<file path="config.mk">
export PLATFORM = sky130hd
export DESIGN_NAME = mux_arbiter
export DESIGN_NICKNAME = d
export VERILOG_FILES = /design/src/rtl/gpu_arb_pkg.sv /design/src/rtl/mux_arbiter_mux.sv /design/src/rtl/mux_arbiter.sv
export SDC_FILE = /design/constraint.sdc
export NUM_CORES = 1
export LEC_CHECK = 0
export BUFFER_PORTS_ARGS = -buffer_cell sky130_fd_sc_hd__buf_2
export CELL_PAD_IN_SITES_DETAIL_PLACEMENT = 0
export CELL_PAD_IN_SITES_GLOBAL_PLACEMENT = 2
export CORE_ASPECT_RATIO = 1.5
export CORE_MARGIN = 2
export CORE_UTILIZATION = 23
export DETAILED_ROUTE_END_ITERATION = 8
export PLACE_DENSITY_LB_ADDON = 0.05
export SLEW_MARGIN = 20
export SYNTH_ARGS = -nofsm -noshare
export SYNTH_HDL_FRONTEND = slang
export SYNTH_HIERARCHICAL = 1
export SYNTH_SLANG_ARGS = --single-unit
</file>
<file path="constraint.sdc">
create_clock -name clk -period 2.8 [get_ports clk]
set_input_delay 0.14 -clock clk [delete_from_list [all_inputs] [get_ports clk]]
set_output_delay 0.14 -clock clk [all_outputs]
set_load 0.01 [all_outputs]
</file>
<file path="src/rtl/gpu_arb_pkg.sv">
// Shared types and constants for the two-source round-robin mux arbiter.
package gpu_arb_pkg;

    typedef enum logic [1:0] {
        IDLE    = 2'd0,
        GRANT_A = 2'd1,
        GRANT_B = 2'd2
    } arb_state_t;

    // Mux select encoding: 1 routes source A, 0 routes source B.
    localparam logic SEL_A = 1'b1;
    localparam logic SEL_B = 1'b0;

    localparam int unsigned DEFAULT_TIMEOUT = 64;

endpackage

</file>
<file path="src/rtl/mux_arbiter_mux.sv">
// 2:1 data mux shared between source A and source B.
module mux_arbiter_mux #(
    parameter int unsigned DATA_W = 32
) (
    input  logic              sel_i,
    input  logic [DATA_W-1:0] a_i,
    input  logic [DATA_W-1:0] b_i,
    output logic [DATA_W-1:0] y_o
);

    // sel_i = 1 routes a_i, sel_i = 0 routes b_i.
    always_comb begin
        y_o = sel_i ? a_i : b_i;
    end

endmodule

</file>
<file path="src/rtl/mux_arbiter.sv">
// Two-requester round-robin arbiter in front of the shared 2:1 data mux.
// Grants are held for a whole packet; a watchdog revokes a grant whose
// owner stops presenting beats mid-packet.
module mux_arbiter
    import gpu_arb_pkg::*;
#(
    parameter int unsigned DATA_W  = 32,
    parameter int unsigned TIMEOUT = DEFAULT_TIMEOUT
) (
    input  logic              clk,
    input  logic              n_rst,
    input  logic              a_valid,
    input  logic [DATA_W-1:0] a_data,
    input  logic              a_last,
    output logic              a_ready,
    input  logic              b_valid,
    input  logic [DATA_W-1:0] b_data,
    input  logic              b_last,
    output logic              b_ready,
    output logic              out_valid,
    output logic [DATA_W-1:0] out_data,
    output logic              out_last,
    input  logic              out_ready,
    output logic              mux_sel,
    output logic              busy,
    output logic              timeout_err
);

    localparam int unsigned     CNT_W    = $clog2(TIMEOUT + 1);
    // The revoke fires on the cycle the count would reach TIMEOUT, so the
    // stored value never exceeds TIMEOUT-1 and cannot wrap.
    localparam logic [CNT_W-1:0] CNT_LAST = CNT_W'(TIMEOUT - 1);

    arb_state_t        state_q, state_d;
    logic              last_grant_q, last_grant_d;
    logic              mux_sel_q, mux_sel_d;
    logic [CNT_W-1:0]  cnt_q, cnt_d;
    logic              timeout_hit;
    logic              cur_valid;
    logic              cur_last;
    logic [DATA_W-1:0] mux_y;

    // Data path select comes straight from a flop so it is stable all cycle.
    mux_arbiter_mux #(
        .DATA_W(DATA_W)
    ) u_mux (
        .sel_i (mux_sel_q),
        .a_i   (a_data),
        .b_i   (b_data),
        .y_o   (mux_y)
    );

    assign mux_sel = mux_sel_q;

    // State, round-robin pointer, select and watchdog registers.
    always_ff @(posedge clk or negedge n_rst) begin
        if (!n_rst) begin
            state_q      <= IDLE;
            last_grant_q <= SEL_B;
            mux_sel_q    <= SEL_A;
            cnt_q        <= '0;
        end else begin
            state_q      <= state_d;
            last_grant_q <= last_grant_d;
            mux_sel_q    <= mux_sel_d;
            cnt_q        <= cnt_d;
        end
    end

    // Handshake of whichever source currently owns the grant.
    always_comb begin
        cur_valid = (state_q == GRANT_A) ? a_valid : b_valid;
        cur_last  = (state_q == GRANT_A) ? a_last  : b_last;
    end

    // Arbitration, packet-end detection and stall watchdog.
    always_comb begin
        state_d      = state_q;
        last_grant_d = last_grant_q;
        mux_sel_d    = mux_sel_q;
        cnt_d        = cnt_q;
        timeout_hit  = 1'b0;
        case (state_q)
            IDLE: begin
                cnt_d = '0;
                if (a_valid && (!b_valid || last_grant_q == SEL_B)) begin
                    state_d   = GRANT_A;
                    mux_sel_d = SEL_A;
                end else if (b_valid) begin
                    state_d   = GRANT_B;
                    mux_sel_d = SEL_B;
                end
            end
            GRANT_A, GRANT_B: begin
                if (cur_valid) begin
                    cnt_d = '0;
                    if (out_ready && cur_last) begin
                        state_d      = IDLE;
                        last_grant_d = (state_q == GRANT_A) ? SEL_A : SEL_B;
                    end
                end else if (cnt_q == CNT_LAST) begin
                    timeout_hit  = 1'b1;
                    cnt_d        = '0;
                    state_d      = IDLE;
                    last_grant_d = (state_q == GRANT_A) ? SEL_A : SEL_B;
                end else begin
                    cnt_d = cnt_q + CNT_W'(1);
                end
            end
            default: begin
                state_d = IDLE;
                cnt_d   = '0;
            end
        endcase
    end

    // Handshake gating and downstream outputs; everything is quiet in IDLE.
    always_comb begin
        a_ready     = 1'b0;
        b_ready     = 1'b0;
        out_valid   = 1'b0;
        out_last    = 1'b0;
        out_data    = '0;
        busy        = 1'b0;
        timeout_err = timeout_hit;
        case (state_q)
            GRANT_A: begin
                busy      = 1'b1;
                out_valid = a_valid;
                out_last  = a_last;
                out_data  = mux_y;
                a_ready   = out_ready;
            end
            GRANT_B: begin
                busy      = 1'b1;
                out_valid = b_valid;
                out_last  = b_last;
                out_data  = mux_y;
                b_ready   = out_ready;
            end
            default: begin
                busy = 1'b0;
            end
        endcase
    end

endmodule
</file>
==> metrics.md, run 1 <==
| Metric | Value |
|---|---|
| # rows | 35 |
| Total Wirelength | 4158 µm |
| Post-DRT Antenna Nets | 0 |
| Root Buffer | clkbuf_8 |
| Worst path arrival time | 2000 ps |
| Sequential Power Share | 15.9% |
| GP Congestion | 0.7468 |
| Syn-to-layout area delta | 43.07% |
| IO Pins | 110 |
| Max transition margin | 61.40% |
| Post-synth top area share | 32.24% |
| Synth cell types | 37 |
| Die area | 6940 µm² |
| Slew Limit Fails | 0 |
| Fin nets | 322 |
| Number of hold violations in the final report | 0 |
| HPWL after detailed placement | 3411 µm |
| Pleak | 1.162 nW |
| Antenna violations before repair | 0 |
| Flops & latches, synth | 11 |
| Required @ worst endpoint | 2660 ps |
| Synthesized area per cell | 10.39 µm² |
| Fillers | 665 |
| Total gr overflow | 0 |
| Outcome | finished clean |
| Layout Skew | 0.8883 ps |
| Synth async-reset ratio | 100.0% |
| Most frequent cell after synthesis | and2_1 |
| Synth cell count leaders | and2_1 (34), mux2_4 (31), dfrtp_1 (10) |
| Internal power | 1.034 mW |
| Fin crit period | 2137 ps |
| Ratio of cells with drive above 1 in the final layout | 62.60% |
| Slew @ Worst Pin | 579.0 ps |
| Register clock-pin slew on the reported worst setup and hold paths | 50 ps |
| Setup Crit Path Kind | reg2out |
| Number of synthesized flops with an enable pin | 0 |
| Crit start category | register |
| Largest net degree at the start of global routing | 34 |
| Ranking of synthesized cells by area | mux2_4 (32%), dfrtp_1 (17%), and2_1 (15%), buf_12 (4.2%), ha_1 (3.5%) |
| Sequential element share of the synthesized area | 19.15% |
| Sequential Area | 276.5 µm² |
| Clock share of power | 8.8% |
| Maximum root-to-sink buffer count | 2 |
| Core area | 6087 µm² |
| Final-report setup violation count | 0 |
| Ys flop type | dfrtp_1 |
| Vias in the first global route | 1,260 |
| Synthesized instance count | 139 |
| N_diodes | 0 |
| Number of vias per cell | 4.219 |
| Worst-path fanout max | 19 |
| Num CTS Buffers | 3 |
| Unrepaired setup endpoints after global routing | no |
| Fin Hold WS | 245.5 ps |
| Drt wl/cell | 12.99 µm |
| Worst skew pair latency | 230 ps |
| Yosys top cell by area | mux2_4 |
| Switching pwr | 759.9 µW |
| Router iterations before antenna repair | 4 |
| Drt drc | 0 |
| Final cycle utilization of the critical path | 76.31% |
| Setup bufs post-CTS | 0 |
| Drt initial violations | 30 |
| Setup_tns | 0 ps |
| Ys Warns | 6 |
| Initial cell density of the core | 23.72% |
| Via count | 1,350 |
| Syn nets | 214 |
| Die height | 101.0 µm |
| Clk sinks | 11 |
| MaxCap Viol Count | 0 |
| Peak VDD IR | 0.3973 mV |
| HP Class | in2reg |
| GRT Overall Usage | 11.06% |
| Sw Share | 42.37% |
| Pwr Density | 868.3 nW/µm² |
| CTS tree | yes |
| Die width | 68.69 µm |
| Htree depth | 1 |
| Mapped Area | 1444 µm² |
| Comb pwr share | 75.3% |
| PortBufs | 109 |
| First-pass GRT wire length | 5823 µm |
| Crit. End Element | output pin |
| Multi-input gate area | 1046 µm² |
| FMAX | 468.0 MHz |
flip-flops by register name (all words and copies together), names as in the netlist:
name and count:
cnt_q 7, state_q 2, last_grant_q 1, mux_sel 1
critical path, stage by stage (launching register included):
cell     delay (ps)
dfstp_2         900
buf_12          250
mux2_4          310
and2_1          160
buf_2           130
path summary, 6_finish.rpt:
check                           slack, ps        from           end  depth (start not counted)
worst min-delay path                  250     a_valid    state_q[0]                          3
min in group asynchronous             300       n_rst      cnt_q[0]                          2
worst max register to register        940  state_q[1]  last_grant_q                          6
worst max-delay path                  660     mux_sel  out_data[26]                          4
max in group asynchronous            2230       n_rst       mux_sel                          2
worst min register to register        460    cnt_q[0]      cnt_q[0]                          1
per-stage QoR:
stage / cell area [µm²] / instances / utilization, % / power (mW) / setup slack (ps)
after floorplan: 1444 / 139 / - / 1.308 / 1184
after global placement: 2011 / 315 / 33.03 / 1.690 / 882.6
after detailed placement: 2011 / 315 / 33.03 / 1.676 / 880.0
after CTS: 2066 / 320 / 33.94 / 1.847 / 620.6
after global routing: 2066 / 320 / 33.94 / 1.964 / 575.5
final: 2066 / 320 / 33.94 / 1.794 / 663.4
timing repair:
item                                   in CTS  in global routing
gates resized for setup                     0                  0
endpoints found under the hold margin      10                  0
hold buffers                                1                  0
logic make-up after synthesis:
| logic type | count (synthesis) | synth area share [%] |
|---|---|---|
| XOR/XNOR | 3 | 1.820 |
| buffers and inverters | 15 | 8.405 |
| multiplexers | 36 | 36.83 |
| AND/OR/NAND/NOR | 58 | 24.26 |
| adder cells (fa/ha/maj) | 4 | 3.466 |
| AO/OA/AOI/OAI | 12 | 6.064 |
| flip-flops | 11 | 19.15 |
power groups by stage:
stage               sequential, mW  clock, mW  combinational (mW)
CTS                          0.288      0.167                1.39
floorplan                    0.224          0                1.08
finish                       0.285      0.158                1.35
global placement             0.289          0                1.40
global route                 0.295      0.170                1.50
detailed placement           0.290          0                1.39
layout make-up:
type	count	area share, %
Inverter	6	1.090
Multi-Input combinational cell	113	50.64
Clock buffer	4	2.180
Timing Repair Buffer	112	28.23
Sequential cell	11	13.39
Tap cell	74	4.482
layer usage:
layer	up-vias	share of wire [%]	track usage, %
li1	690	-	-
met1	602	36	10.86
met2	56	53	21.60
met3	2	10	2.123
met4	0	0.89	4.072
met5	-	0	0
placed cells by master (no fill, tap or decap), types with 2 or more instances in the layout:
cell type,n
o211ai_1,2
nor2b_1,2
buf_2,109
nor2_1,6
nand2b_1,2
and2_1,34
mux2_2,2
ha_1,4
nand3_1,3
clkbuf_8,3
xor2_1,2
a21oi_1,3
inv_1,6
mux2_4,31
a22oi_1,2
nor3_1,2
nand2_1,2
dfrtp_1,10
Power figures use the tool's default switching activity.
==> run 2: changes to the inputs <==
--- a/config.mk
+++ b/config.mk
@@ -10,7 +10,7 @@
 export CELL_PAD_IN_SITES_GLOBAL_PLACEMENT = 2
 export CORE_ASPECT_RATIO = 1.5
 export CORE_MARGIN = 2
-export CORE_UTILIZATION = 23
+export CORE_UTILIZATION = 22
 export DETAILED_ROUTE_END_ITERATION = 8
 export PLACE_DENSITY_LB_ADDON = 0.05
 export SLEW_MARGIN = 20
==> constraint.sdc (replaced) <==
create_clock -name clk -period 2.18 [get_ports clk]
set_input_delay 0.109 -clock clk [delete_from_list [all_inputs] [get_ports clk]]
set_output_delay 0.109 -clock clk [all_outputs]
set_load 0.01 [all_outputs]
==> run 2 against run 1 <==
Net effect:
- non-clock buffer count is the same
- highest routed layer unchanged
- first-iteration DRC count shrank 27%
- sequential share of layout area is essentially flat
- setup slack lost 420 ps
- cell area grew 0.18%
- wire length shrank 3.0%
- worst hold slack lost 38 ps
- largest cell class unchanged
- total power grew 28%
- sequential cell count is the same
- core utilization shrank 1.8 points
==> metrics.md, run 2 (same netlist as run 1, synthesis figures left out) <==
| Metric | Value |
|---|---|
| Outcome | finished clean |
| Setup bufs post-CTS | 0 |
| Fin crit period | 1935 ps |
| Die area | 7240 µm² |
| Worst-path fanout max | 7 |
| Router iterations before antenna repair | 4 |
| Worst skew pair latency | 240 ps |
| Drt wl/cell | 12.53 µm |
| Setup Crit Path Kind | reg2out |
| Vias in the first global route | 1,272 |
| Largest net degree at the start of global routing | 36 |
| Number of vias per cell | 4.252 |
| Max Used Layer | met4 |
| Htree depth | 1 |
| First-pass GRT wire length | 6313 µm |
| Design area | 2069 µm² |
| Number of hold violations in the final report | 0 |
| CP max stage delay | 390 ps |
| Total Wirelength | 4035 µm |
| Max reg flops | 7 |
| GRT Overall Usage | 10.64% |
| Worst path cell trace | inv_1, ha_1, mux2i_4, nand2_1, nor3_1, buf_2 |
| Placed Area | 2013 µm² |
| Switching pwr | 976.5 µW |
| Slew @ Worst Pin | 455.9 ps |
| DRT met1 WL | 1645 µm |
| Via count | 1,369 |
| FMAX | 516.9 MHz |
| Slew Limit Fails | 0 |
| Unrepaired setup endpoints after global routing | no |
| Commonest non-fill, non-tap cell in the layout | buf_2 |
| Worst path arrival time | 1830 ps |
| Die width | 70.15 µm |
| Clk sinks | 11 |
| Internal power | 1.323 mW |
| Sw Share | 42.47% |
| Total gr overflow | 0 |
| # rows | 36 |
| Fin nets | 322 |
| Register clock-pin slew on the reported worst setup and hold paths | 50 ps |
| Root Buffer | clkbuf_8 |
| Sequential Power Share | 12.6% |
| Worst path slowest cell | dfrtp_1 |
| Die height | 103.2 µm |
| CP delay by family, top | flip-flops |
| Num CTS Buffers | 3 |
| HP Class | in2reg |
| DR WL met3 | 294 µm |
| Commonest cells after routing, fill and taps aside | buf_2 (109), and2_1 (34), mux2_4 (31) |
| Drt drc | 0 |
| Layout Skew | 5.651 ps |
| Clock share of power | 9.0% |
| Biggest register | cnt_q |
| Met2 wire len | 2015 µm |
| PortBufs | 109 |
| R2R setup slack | 330 ps |
| Maximum root-to-sink buffer count | 2 |
| Final cycle utilization of the critical path | 88.75% |
| Syn-to-layout area delta | 43.33% |
| Drt initial violations | 22 |
| HPWL after detailed placement | 3388 µm |
| Pwr Density | 1111 nW/µm² |
| Fillers | 688 |
| Pleak | 1.165 nW |
| Initial cell density of the core | 22.42% |
| CP Buf/Inv Count | 2 |
| Required @ worst endpoint | 2070 ps |
| Ratio of cells with drive above 1 in the final layout | 63.01% |
| CTS hold repair buffers | 1 |
| MaxCap Viol Count | 0 |
| Post-DRT Antenna Nets | 0 |
| Crit start category | register |
| IO Pins | 110 |
| Peak VDD IR | 0.7552 mV |
| Final-report setup violation count | 0 |
| Setup_tns | 0 ps |
| Antenna violations before repair | 0 |
| Post-CTS sizing | 0 |
| N_diodes | 0 |
| Crit. End Element | output pin |
| Max transition margin | 69.52% |
| Largest registers | cnt_q (7), state_q (2) |
| CTS tree | yes |
| Comb pwr share | 78.4% |
| Core area | 6441 µm² |
| GP Congestion | 0.7533 |
-- run 2: cell count changes in the layout (fill, tap and decap cells not counted) --
cell / before / now
clkbuf_1: 1 / 0
clkinv_2: 0 / 1
-- run 2: path summary, 6_finish.rpt --
| path | startpoint | end | cells after the start |
|---|---|---|---|
| worst max-delay path | state_q[1] | timeout_err | 6 |
| worst min-delay path | a_valid | state_q[0] | 3 |
| worst max register to register | state_q[1] | state_q[1] | 6 |
| worst min register to register | cnt_q[0] | cnt_q[0] | 1 |
| max in group asynchronous | n_rst | mux_sel | 2 |
| min in group asynchronous | n_rst | cnt_q[6] | 2 |
-- run 2: metrics by stage --
step | worst slack (ps) | power, mW | hold slack (ps) | utilization [%] | std cells
6_report | 245.2 | 2.299 | 207.8 | 32.13 | 322
5_1_grt | 86.66 | 2.507 | 225.6 | 32.13 | 322
4_1_cts | 205.4 | 2.360 | 199.4 | 32.13 | 322
3_5_place_dp | 319.5 | 2.142 | 4.879 | 31.25 | 317
3_3_place_gp | 343.5 | 2.170 | 7.931 | 31.25 | 317
2_1_floorplan | 564.1 | 1.680 | -186.6 | - | 139
-- run 2: cell type report --
type	instances	area, µm²	share of cell area [%]
Multi-Input combinational cell	113	1046	50.54
Tap cell	76	95.09	4.595
Sequential cell	11	276.5	13.36
Inverter	6	22.52	1.088
Clock buffer	3	41.29	1.995
Timing Repair Buffer	112	583.1	28.17
Clock inverter	1	5.005	0.2418
-- run 2: power groups by stage --
stage / clock (mW) / sequential [mW] / combinational [mW]
final: 0.208 / 0.290 / 1.80
after global routing: 0.223 / 0.297 / 1.99
after CTS: 0.218 / 0.290 / 1.85
after detailed placement: 0 / 0.294 / 1.85
after global placement: 0 / 0.294 / 1.88
after floorplan: 0 / 0.288 / 1.39
-- run 2: worst min-delay path: cells and delay by family --
family / cells / cell delay [ps]
buf+inv: 1 / 160
compound gates: 1 / 60
simple gates: 1 / 80
-- run 2: metal layers --
layer  vias to the layer above  track usage [%]
met5                         -                0
met4                         0            2.811
met3                         6            1.744
met2                        66            19.41
met1                       609            13.03
li1                        688                -
==> run 3: changes to the inputs <==
--- a/config.mk
+++ b/config.mk
@@ -6,11 +6,9 @@
 export NUM_CORES = 1
 export LEC_CHECK = 0
 export BUFFER_PORTS_ARGS = -buffer_cell sky130_fd_sc_hd__buf_2
-export CELL_PAD_IN_SITES_DETAIL_PLACEMENT = 0
-export CELL_PAD_IN_SITES_GLOBAL_PLACEMENT = 2
 export CORE_ASPECT_RATIO = 1.5
 export CORE_MARGIN = 2
-export CORE_UTILIZATION = 22
+export CORE_UTILIZATION = 41
 export DETAILED_ROUTE_END_ITERATION = 8
 export PLACE_DENSITY_LB_ADDON = 0.05
 export SLEW_MARGIN = 20
==> run 3 against run 2 <==
Net effect:
- via count is 2.8% higher
- sequential share of layout area is 0.32 points higher
- count of clock-buffer cells in the layout is 1 higher
- sequential cell count stayed put
- critical path type unchanged
==> metrics.md, run 3 (same netlist as run 1, synthesis figures left out) <==
| Metric | Value |
|---|---|
| Slew Limit Fails | 0 |
| CTS tree | yes |
| Htree depth | 1 |
| Final core utilization | 59.73% |
| Ratio of cells with drive above 1 in the final layout | 62.75% |
| Vias in the first global route | 1,278 |
| Post-CTS sizing | 0 |
| Number of hold violations in the final report | 0 |
| Layout Skew | 1.478 ps |
| MaxCap Viol Count | 0 |
| Router iterations before antenna repair | 4 |
| Max reg flops | 7 |
| GP Congestion | 0.7464 |
| # rows | 26 |
| Setup Crit Path Kind | reg2out |
| IO Pins | 110 |
| CP max stage delay | 550 ps |
| Worst path arrival time | 1830 ps |
| Pwr Density | 1124 nW/µm² |
| Placed Area | 1966 µm² |
| Fillers | 318 |
| Initial cell density of the core | 42.68% |
| Worst skew pair latency | 240 ps |
| Worst-path fanout max | 27 |
| Die width | 52.46 µm |
| Fin crit period | 1941 ps |
| Design area | 2021 µm² |
| Root Buffer | clkbuf_8 |
| Max Used Layer | met4 |
| Outcome | finished clean |
| Final Non-Filler Cells | 289 |
| Max transition margin | 71.76% |
| Multi-input gate area | 1046 µm² |
| Largest net degree at the start of global routing | 28 |
| Placed insts | 284 |
| Unrepaired setup endpoints after global routing | no |
| First-pass GRT wire length | 5885 µm |
| Total Wirelength | 3747 µm |
| Maximum root-to-sink buffer count | 2 |
| Setup_tns | 0 ps |
| Number of vias per cell | 4.869 |
| PortBufs | 109 |
| Core area | 3383 µm² |
| Required @ worst endpoint | 2070 ps |
| Worst path cell trace | inv_1, ha_1, buf_4, and2_1, buf_2 |
| Drt initial violations | 9 |
| N_diodes | 0 |
| HP Class | in2reg |
| Crit start category | register |
| Syn-to-layout area delta | 39.95% |
| Final cycle utilization of the critical path | 89.02% |
| Total gr overflow | 0 |
| Drt wl/cell | 12.97 µm |
| Register clock-pin slew on the reported worst setup and hold paths | 50 ps |
| Sequential Area | 276.5 µm² |
| Antenna violations before repair | 0 |
| Met2 wire len | 1923 µm |
| Post-DRT Antenna Nets | 0 |
| Worst path slowest cell | ha_1 |
| Fin nets | 323 |
| Die area | 4022 µm² |
| Commonest cells after routing, fill and taps aside | buf_2 (109), and2_1 (34), mux2_4 (31) |
| Drt drc | 0 |
| Largest registers | cnt_q (7), state_q (2) |
| DRT met1 WL | 1380 µm |
| Pleak | 1.162 nW |
| Overall power | 2.271 mW |
| Die height | 76.68 µm |
| Biggest register | cnt_q |
| Slew @ Worst Pin | 423.6 ps |
| Clk sinks | 11 |
| Final-report setup violation count | 0 |
| DR WL met3 | 376 µm |
| Via count | 1,407 |
| Commonest non-fill, non-tap cell in the layout | buf_2 |
| Peak VDD IR | 0.7880 mV |
| GRT Overall Usage | 18.81% |
| Crit. End Element | output pin |
| HPWL after detailed placement | 3095 µm |
| Num CTS Buffers | 3 |
| FMAX | 515.3 MHz |
==> run 3: report_power, final <==
group          total, mW  internal, mW  switching, mW  leakage, nW
logic               1.78         0.929          0.853        0.993
clock network      0.208         0.129         0.0795       0.0228
registers          0.280         0.256         0.0241        0.146
==> run 3: what timing repair did <==
item,CTS,global route
endpoints found under the hold margin,11,0
setup buffers,0,0
hold buffers,1,0
==> run 3: per-stage QoR <==
stage	setup slack (ps)	hold slack (ps)
after floorplan	564.1	-186.6
after global routing	47.85	209.4
after detailed placement	333.8	-5.042
after CTS	225.6	189.2
after global placement	341.9	-4.486
final	239.3	195.2
==> run 3: per-layer routing <==
metal	global-route usage, %	vias up
met5	0	-
met1	20.15	638
met4	6.923	0
met3	3.113	7
met2	34.88	69
li1	-	693
==> run 3: area by class of cell <==
cell class / instances / area share, %
sequential: 11 / 13.68
inverter: 6 / 1.115
timing repair buffer: 113 / 28.61
tap: 42 / 2.601
clock buffer: 4 / 2.229
multi-input combinational: 113 / 51.76
==> run 3: final timing paths <==
path / start / end / slack [ps] / cells after the start
max: state_q[1] / out_data[22] / 240 / 5
min: a_valid / state_q[0] / 200 / 3
max reg2reg: state_q[1] / state_q[1] / 350 / 6
min reg2reg: cnt_q[0] / cnt_q[0] / 450 / 1
max in group asynchronous: n_rst / mux_sel / 1650 / 2
min in group asynchronous: n_rst / cnt_q[6] / 270 / 2
==> run 3: worst max-delay path, delay by kind of cell, from the launching register on <==
| kind | cells | cell delay [ps] |
|---|---|---|
| adders and majority gates | 1 | 550 |
| buffers and inverters | 3 | 510 |
| DFF | 1 | 370 |
| and+or+nand+nor | 1 | 160 |
